### config.mk
export PLATFORM = sky130hd
export DESIGN_NAME = spr_pentile_packer_flat
export DESIGN_NICKNAME = d
export VERILOG_FILES = /design/src/rtl/spr_pentile_packer_if.sv /design/src/rtl/spr_pentile_packer.sv /design/src/flat_wrapper.sv
export SDC_FILE = /design/constraint.sdc
export NUM_CORES = 1
export LEC_CHECK = 0
export BUFFER_PORTS_ARGS = -buffer_cell sky130_fd_sc_hd__buf_4
export CAP_MARGIN = 20
export CORE_ASPECT_RATIO = 1.75
export CORE_UTILIZATION = 43
export DETAILED_ROUTE_END_ITERATION = 10
export PLACE_DENSITY = 0.71
export SYNTH_ARGS = -nofsm -noshare
export SYNTH_HDL_FRONTEND = slang
export SYNTH_SLANG_ARGS = --single-unit
### constraint.sdc
create_clock -name clk -period 5.25 [get_ports clk]
set_clock_uncertainty 0.05 [all_clocks]
set_input_delay 0.7875 -clock clk [delete_from_list [all_inputs] [get_ports clk]]
set_output_delay 0.7875 -clock clk [all_outputs]
set_load 0.03 [all_outputs]
### src/rtl/spr_pentile_packer_if.sv
// Stream bundle between the SPR output stage and the pentile packer:
// sparse 96-bit SPR groups in, dense 64-bit pentile groups plus status out.
interface spr_pentile_packer_if #(
    parameter int GRP_W = 9
);
    logic             i_hs;
    logic             i_vs;
    logic             i_valid;
    logic [95:0]      i_data;
    logic [GRP_W-1:0] i_h_groups;
    logic             o_hs;
    logic             o_vs;
    logic             o_de;
    logic [63:0]      o_data;
    logic             o_line_odd;
    logic             o_fmt_err;
    logic             o_len_err;

    modport master (
        output i_hs, i_vs, i_valid, i_data, i_h_groups,
        input  o_hs, o_vs, o_de, o_data, o_line_odd, o_fmt_err, o_len_err
    );

    modport slave (
        input  i_hs, i_vs, i_valid, i_data, i_h_groups,
        output o_hs, o_vs, o_de, o_data, o_line_odd, o_fmt_err, o_len_err
    );
endinterface

### src/rtl/spr_pentile_packer.sv
// Packs the sparse SPR subpixel stream into a dense pentile stream, tracking
// line parity like the SPR does and flagging format and line-length errors.
module spr_pentile_packer #(
    parameter int SYNC_DLY = 21,
    parameter int GRP_W    = 9
) (
    input  logic                  clk,
    input  logic                  rst_n,
    spr_pentile_packer_if.slave   bus
);

    logic                valid_d1_q;
    logic                hs_d1_q;
    logic                par_q, par_d;
    logic [GRP_W-1:0]    cnt_q, cnt_d;
    logic [GRP_W-1:0]    exp_q, exp_d;
    logic [SYNC_DLY-1:0] hs_dly_q;
    logic [SYNC_DLY-1:0] vs_dly_q;
    logic                de_q;
    logic [63:0]         data_q, data_d;
    logic                odd_q, odd_d;
    logic                fmt_q, fmt_d;
    logic                len_q, len_d;
    logic                valid_fall_s;
    logic                hs_fall_s;

    // R and B live in alternate byte slots depending on line parity; G never moves.
    function automatic logic [63:0] pack_slots(input logic [95:0] d, input logic odd);
        logic [63:0] p;
        if (odd) begin
            p = {d[87:80], d[71:64], d[63:32], d[31:24], d[15:8]};
        end else begin
            p = {d[95:88], d[79:72], d[63:32], d[23:16], d[7:0]};
        end
        return p;
    endfunction

    function automatic logic zero_slots_nz(input logic [95:0] d, input logic odd);
        logic nz;
        if (odd) begin
            nz = |{d[95:88], d[79:72], d[23:16], d[7:0]};
        end else begin
            nz = |{d[87:80], d[71:64], d[31:24], d[15:8]};
        end
        return nz;
    endfunction

    assign valid_fall_s = valid_d1_q & ~bus.i_valid;
    assign hs_fall_s    = hs_d1_q & ~bus.i_hs;

    // Next-state for parity, group counter, error flags and the output data word.
    always_comb begin
        par_d  = par_q;
        cnt_d  = cnt_q;
        exp_d  = exp_q;
        fmt_d  = fmt_q;
        len_d  = len_q;
        data_d = data_q;
        odd_d  = odd_q;
        if (!bus.i_vs) begin
            // Vertical blank overrides any line-end event landing in the same cycle.
            par_d = 1'b0;
            cnt_d = {GRP_W{1'b0}};
            fmt_d = 1'b0;
            len_d = 1'b0;
            exp_d = bus.i_h_groups;
        end else begin
            if (valid_fall_s) begin
                par_d = ~par_q;
            end else begin
                par_d = par_q;
            end
            if (bus.i_valid && zero_slots_nz(bus.i_data, par_q)) begin
                fmt_d = 1'b1;
            end else begin
                fmt_d = fmt_q;
            end
            if (valid_fall_s) begin
                if (cnt_q != exp_q) begin
                    len_d = 1'b1;
                end else begin
                    len_d = len_q;
                end
                cnt_d = {GRP_W{1'b0}};
            end else if (hs_fall_s) begin
                cnt_d = {GRP_W{1'b0}};
            end else if (bus.i_valid && bus.i_hs && (cnt_q != {GRP_W{1'b1}})) begin
                cnt_d = cnt_q + {{(GRP_W-1){1'b0}}, 1'b1};
            end else begin
                cnt_d = cnt_q;
            end
        end
        if (bus.i_valid) begin
            data_d = pack_slots(bus.i_data, par_q);
            odd_d  = par_q;
        end else begin
            data_d = data_q;
            odd_d  = odd_q;
        end
    end

    // State, sync delay lines and registered outputs.
    always_ff @(posedge clk or negedge rst_n) begin
        if (!rst_n) begin
            valid_d1_q <= 1'b0;
            hs_d1_q    <= 1'b0;
            par_q      <= 1'b0;
            cnt_q      <= {GRP_W{1'b0}};
            exp_q      <= {GRP_W{1'b0}};
            hs_dly_q   <= {SYNC_DLY{1'b0}};
            vs_dly_q   <= {SYNC_DLY{1'b0}};
            de_q       <= 1'b0;
            data_q     <= 64'h0;
            odd_q      <= 1'b0;
            fmt_q      <= 1'b0;
            len_q      <= 1'b0;
        end else begin
            valid_d1_q <= bus.i_valid;
            hs_d1_q    <= bus.i_hs;
            par_q      <= par_d;
            cnt_q      <= cnt_d;
            exp_q      <= exp_d;
            hs_dly_q   <= {hs_dly_q[SYNC_DLY-2:0], bus.i_hs};
            vs_dly_q   <= {vs_dly_q[SYNC_DLY-2:0], bus.i_vs};
            de_q       <= bus.i_valid;
            data_q     <= data_d;
            odd_q      <= odd_d;
            fmt_q      <= fmt_d;
            len_q      <= len_d;
        end
    end

    assign bus.o_hs       = hs_dly_q[SYNC_DLY-1];
    assign bus.o_vs       = vs_dly_q[SYNC_DLY-1];
    assign bus.o_de       = de_q;
    assign bus.o_data     = data_q;
    assign bus.o_line_odd = odd_q;
    assign bus.o_fmt_err  = fmt_q;
    assign bus.o_len_err  = len_q;

endmodule

### src/flat_wrapper.sv
// flat-port wrapper written by rule: the top's interface ports become plain ports
module spr_pentile_packer_flat 
#(
    parameter int SYNC_DLY = 21,
    parameter int GRP_W    = 9
)
  (clk, rst_n, bus_i_hs, bus_i_vs, bus_i_valid, bus_i_data, bus_i_h_groups, bus_o_hs, bus_o_vs, bus_o_de, bus_o_data, bus_o_line_odd, bus_o_fmt_err, bus_o_len_err);
  spr_pentile_packer_if #(.GRP_W(GRP_W)) bus_i ();
  input  logic clk;
  input  logic rst_n;
  input wire logic [$bits(bus_i.i_hs)-1:0] bus_i_hs;
  input wire logic [$bits(bus_i.i_vs)-1:0] bus_i_vs;
  input wire logic [$bits(bus_i.i_valid)-1:0] bus_i_valid;
  input wire logic [$bits(bus_i.i_data)-1:0] bus_i_data;
  input wire logic [$bits(bus_i.i_h_groups)-1:0] bus_i_h_groups;
  output wire logic [$bits(bus_i.o_hs)-1:0] bus_o_hs;
  output wire logic [$bits(bus_i.o_vs)-1:0] bus_o_vs;
  output wire logic [$bits(bus_i.o_de)-1:0] bus_o_de;
  output wire logic [$bits(bus_i.o_data)-1:0] bus_o_data;
  output wire logic [$bits(bus_i.o_line_odd)-1:0] bus_o_line_odd;
  output wire logic [$bits(bus_i.o_fmt_err)-1:0] bus_o_fmt_err;
  output wire logic [$bits(bus_i.o_len_err)-1:0] bus_o_len_err;
  assign bus_i.i_hs = bus_i_hs;
  assign bus_i.i_vs = bus_i_vs;
  assign bus_i.i_valid = bus_i_valid;
  assign bus_i.i_data = bus_i_data;
  assign bus_i.i_h_groups = bus_i_h_groups;
  assign bus_o_hs = bus_i.o_hs;
  assign bus_o_vs = bus_i.o_vs;
  assign bus_o_de = bus_i.o_de;
  assign bus_o_data = bus_i.o_data;
  assign bus_o_line_odd = bus_i.o_line_odd;
  assign bus_o_fmt_err = bus_i.o_fmt_err;
  assign bus_o_len_err = bus_i.o_len_err;
  spr_pentile_packer #(.SYNC_DLY(SYNC_DLY), .GRP_W(GRP_W)) u_core (.clk(clk), .rst_n(rst_n), .bus(bus_i));
endmodule
# Yosys cells after proc, flatten, opt, wreduce, memory -nomap -nowiden
# Cells that the tools add are included.
dict set report word_totals {
  register_bits 130
  latchBits 0
  ram_bits 0
  mem_bits_ro 0
  input_bits 110
  out_inout_bits 70
  word_cells 43
  memories 0
}
dict set report op_classes {
  n_addsub 1
  n_mul 0
  div_mod_pow 0
  magnitude_cmp 0
  n_eq_ne 6
  n_shift 0
  muxes 14
  bitwise 5
  n_reduce_logical 6
}
# operator count
set op_table {}
lappend op_table {{two-way mux 64 bit} 1}
lappend op_table {{OR reduction 32 bit} 2}
lappend op_table {{two-way mux 9 bit} 4}
lappend op_table {{adder 9 x 1 -> 9 bit (second input constant)} 1}
lappend op_table {{two-way mux 1 bit} 9}
lappend op_table {{!= test 9 bit} 1}
lappend op_table {{!= test 9 bit (second input constant)} 1}
lappend op_table {{!= test 2 x 1 -> 1 bit (second input constant)} 3}
lappend op_table {{!= test 4 x 1 -> 1 bit (second input constant)} 1}
lappend op_table {{logical AND 1 bit} 3}
lappend op_table {{NOT 1 bit} 3}
lappend op_table {{bitwise AND 1 bit} 2}
lappend op_table {{AND reduction 2 bit} 1}

# Logic depth before layout (Yosys ltp)
dict set report logic_depth {
  word_depth 6
  ltp_mapped 9
  mapped_depth_nobuf 8
}

# Worst setup path before layout
# No wires, ideal clock.
dict set report synth_path {
  kind {register to register}
  start {register u_core.cnt_q[0]}
  end {register u_core.cnt_q[4]}
  setup_ns 0.127
  arrival_ns 1.533
  required_ns 5.073
  path_slack_ns 3.541
  stages_incl_launch_ff 10
  path_buffers 1
  synth_period_minus_slack_ns 1.709
  cell_sequence {dfrtp_1 -> ha_1 -> nand3_1 -> nor2_1 -> ha_1 -> and3b_1 -> buf_4 -> nand4_1 -> xor2_1 -> nor2_1}
}
dict set report synth_between {
  elab_chain_len 5
  word_cells_on_any_way 8
  cone_classes {add/sub: 1; eq/ne: 2; mux: 4; reduce/logical: 1}
}
# element line
set synth_rtl {}
lappend synth_rtl {{start: declaration} spr_pentile_packer.sv:15} ;# logic [GRP_W-1:0] cnt_q, cnt_d;
lappend synth_rtl {{start signal: assignment} spr_pentile_packer.sv:108} ;# cnt_q <= {GRP_W{1'b0}};
lappend synth_rtl {{start signal: assignment} spr_pentile_packer.sv:121} ;# cnt_q <= cnt_d;
lappend synth_rtl {{adder 9 x 1 -> 9 bit} spr_pentile_packer.sv:88} ;# cnt_d = cnt_q + {{(GRP_W-1){1'b0}}, 1'b1};
lappend synth_rtl {{two-way mux 9 bit} spr_pentile_packer.sv:87} ;# end else if (bus.i_valid && bus.i_hs && (cnt_q != {GRP_W{1'b1}})) begin
lappend synth_rtl {{two-way mux 9 bit} spr_pentile_packer.sv:85} ;# end else if (hs_fall_s) begin
lappend synth_rtl {{two-way mux 9 bit} spr_pentile_packer.sv:78} ;# if (valid_fall_s) begin
lappend synth_rtl {{two-way mux 9 bit} spr_pentile_packer.sv:60} ;# if (!bus.i_vs) begin
# Parallel ways exist; a longest one is shown, timed or not. The select of a mux whose other input is x is not followed.
# A chain may end at the register's enable or synchronous reset.

# Worst setup path in the final report
dict set report layout_path {
  start {input bus_i_valid}
  end {register u_core.odd_q (netlist: u_core.bus.o_line_odd)}
}
# element line
set layout_lines {}
lappend layout_lines {{start: declaration} flat_wrapper.sv:13} ;# input wire logic [$bits(bus_i.i_valid)-1:0] bus_i_valid;
lappend layout_lines {{end signal: assignment} spr_pentile_packer.sv:114} ;# odd_q <= 1'b0;
lappend layout_lines {{end signal: assignment} spr_pentile_packer.sv:127} ;# odd_q <= odd_d;
lappend layout_lines {{end: declaration} spr_pentile_packer.sv:21} ;# logic odd_q, odd_d;
# No word-level cell between the ends.

==> results_dict.tcl <==
set metrics [dict create \
    outcome "completed" \
    num_antenna_cells 0 \
    post_dp_cell_area_um2 6400 \
    drtIter0Drc 82 \
    r2r_start "u_core.par_q$_DFFE_PN0P_" \
    netlist_area_um2 4970 \
    wl_per_cell_um 17.2 \
    post_cts_buffers 0 \
    grt_max_degree 83 \
    cpMaxStageDelayCell "buf_4" \
    finalHoldViolations 0 \
    path_cells "buf_4 > buf_4 > mux2_2" \
    p_per_area_nw_per_um2 390 \
    cap_violations 0 \
    clock_latency_ns 0.41 \
    final_common_cell "buf_4" \
    cp-startpoint "bus_i_valid" \
    yosysWarnings 0 \
    timing.rr.end "u_core.bus.o_fmt_err$_DFFE_PN0P_" \
    rsz0062_at_grt "false" \
    period_share_pct 38.1 \
    relSlewSlack_pct 34.3 \
    clockRootBuffer "clkbuf_16" \
    grt_usage_pct 20.8 \
    grt_pass1_vias 3917 \
    worst-r2r-cell-count 5 \
    dp_hpwl_mm 8.83 \
    path_buf_inv 2 \
    postRouteAntennaNets 0 \
    ioPinCount 180 \
    final_net_count 667 \
    yosysSeqAreaShare_pct 64.9 \
    core_um2 11200 \
    p_leak_nw 3.19 \
    setup_tns_ns 0 \
    grt_pass1_wl_mm 19.0 \
    cpMostUsedCell "buf_4" \
    required_ns 5.49 \
    path_clk_slew_ns 0.06 \
    setup_viol 0 \
    via_per_inst 5.13 \
    final_cell_mix "182 x buf_4, 128 x dfrtp_1, 43 x nor2_1" \
    min_delay_path_depth 0 \
    avgSynthCellArea_um2 13.3 \
    syn-instance-count 374 \
    cts_sinks 129 \
    cts_buffers 17 \
    place_congestion 0.867 \
    worst_slack_ns 3.25 \
    cts_resized 0 \
    antenna_found_initial 0 \
    placement.io_buffers 179 \
    finish.instance_area_um2 7000 \
    pre_cts_ws_ns 2.85 \
    path_class "in2reg" \
    cts_tree "done" \
    ir_worst_vdd_v 0.000308 \
    path_depth 3 \
    reg2reg_setup_slack_ns 3.36 \
    startpoint_type "input port" \
    max_freq_ghz 0.499 \
    die_h_um 144 \
    die_w_um 83.3 \
    h-tree-depth 4 \
    worstSetupEndpoint "u_core.bus.o_line_odd$_DFFE_PN0P_" \
    slowest_delay_ns 0.57 \
    syn_nets 486 \
    drive_above_1_share_pct 46.3 \
    crit_fanout 54 \
    cts_hold_buffers 0 \
    fp-row-count 51 \
    maxSlewViolCount 0 \
    die_area_um2 12000 \
    period_minus_slack_ns 2.00 \
    drt_wl_total_mm 12.1 \
    yosysUniqueCellTypes 26 \
    firstDrtPassIters 4 \
    areaGrowthSynthToFinish_pct 40.6 \
    grt-ovfl-total 0 \
    drc_errors 0 \
    vias 3592 \
    power_mw 2.73 \
    hold_class "reg2reg" \
    initial_utilization_pct 44.5 \
    synth_seq_cells 129 \
    worstMarginPinSlew_ns 0.986 \
    cts_buffer_depth 2 \
    end_kind "register" \
    arrival_ns 2.24 \
    crit_family "buffers and inverters" \
]
==> kinds of logic (layout without fill, tap and decap cells) <==
group,after synthesis,count (layout),synth area share (%)
simple gates,94,94,9.63
mux,74,74,15.9
fa+ha+maj,2,2,0.503
flops,129,129,64.9
xor+xnor,17,17,2.99
compound gates,37,37,3.72
buf+inv,21,215,2.31
==> layer usage <==
layer | global-route usage, % | wire [um] | up-vias
met2 | 36.5 | 6520 | 134
met3 | 5.88 | 651 | 28
met4 | 11.7 | 445 | 0
met1 | 22.6 | 4460 | 1764
li1 | - | - | 1666
met5 | 0 | 0 | -
==> layout make-up <==
type | count | area [um2]
inverter | 1 | 3.75
fill | 898 | 4170
sequential | 129 | 3230
clock inverter | 15 | 175
multi-input combinational | 224 | 1630
timing repair buffer | 182 | 1370
tap | 132 | 165
clock buffer | 17 | 425
==> stage by stage <==
stage	util (%)	instances	hold slack (ns)
2_1_floorplan	-	374	0.281
3_3_place_gp	57.3	668	0.283
3_5_place_dp	57.3	668	0.285
4_1_cts	62.7	700	0.296
5_1_grt	62.7	700	0.304
6_report	62.7	700	0.297
==> registers in the layout, indices dropped and copies added, names as in the netlist, 9 cells and up <==
signal	count
u_core.bus.o_data	64
u_core.cnt_q	9
u_core.exp_q	9
u_core.hs_dly_q	21
u_core.vs_dly_q	21
==> worst min path at each step <==
stage | startpoint | end | slack (ns)
3_5_place_dp | u_core.vs_dly_q[6]$_DFF_PN0_ | u_core.vs_dly_q[7]$_DFF_PN0_ | 0.28
3_3_place_gp | u_core.vs_dly_q[0]$_DFF_PN0_ | u_core.vs_dly_q[1]$_DFF_PN0_ | 0.28
6_report | u_core.vs_dly_q[14]$_DFF_PN0_ | u_core.vs_dly_q[15]$_DFF_PN0_ | 0.30
2_1_floorplan | u_core.hs_dly_q[9]$_DFF_PN0_ | u_core.hs_dly_q[10]$_DFF_PN0_ | 0.28
4_1_cts | u_core.hs_dly_q[4]$_DFF_PN0_ | u_core.hs_dly_q[5]$_DFF_PN0_ | 0.30
5_1_grt | u_core.vs_dly_q[2]$_DFF_PN0_ | u_core.vs_dly_q[3]$_DFF_PN0_ | 0.30
==> Yosys cell counts <==
library cell	instances	area share, %
nand3_1	8	0.80
xor2_1	5	0.88
nor4b_2	1	0.30
inv_1	1	0.075
nor3_2	3	0.60
buf_4	6	0.91
xnor2_1	12	2.1
nand3b_4	1	0.40
o21ai_0	2	0.20
buf_2	10	1.0
dfrtp_1	129	65
and3b_1	1	0.18
a21oi_1	35	3.5
ha_1	2	0.50
nor4_1	13	1.6
nor2_1	43	3.2
clkbuf_1	3	0.23
and2_1	1	0.13
nor2b_1	1	0.13
nand4_1	5	0.63
mux2i_1	32	6.4
clkbuf_2	1	0.10
nor3_1	5	0.50
nor4_2	1	0.25
nand2_1	11	0.83
mux2_2	42	9.5
==> report_power, final <==
part | switching [mW] | internal, mW
logic | 0.244 | 0.189
registers | 0.0468 | 1.07
clock network | 0.458 | 0.716
total | 0.750 | 1.98
No activity file was read; power rests on OpenSTA's default activity.
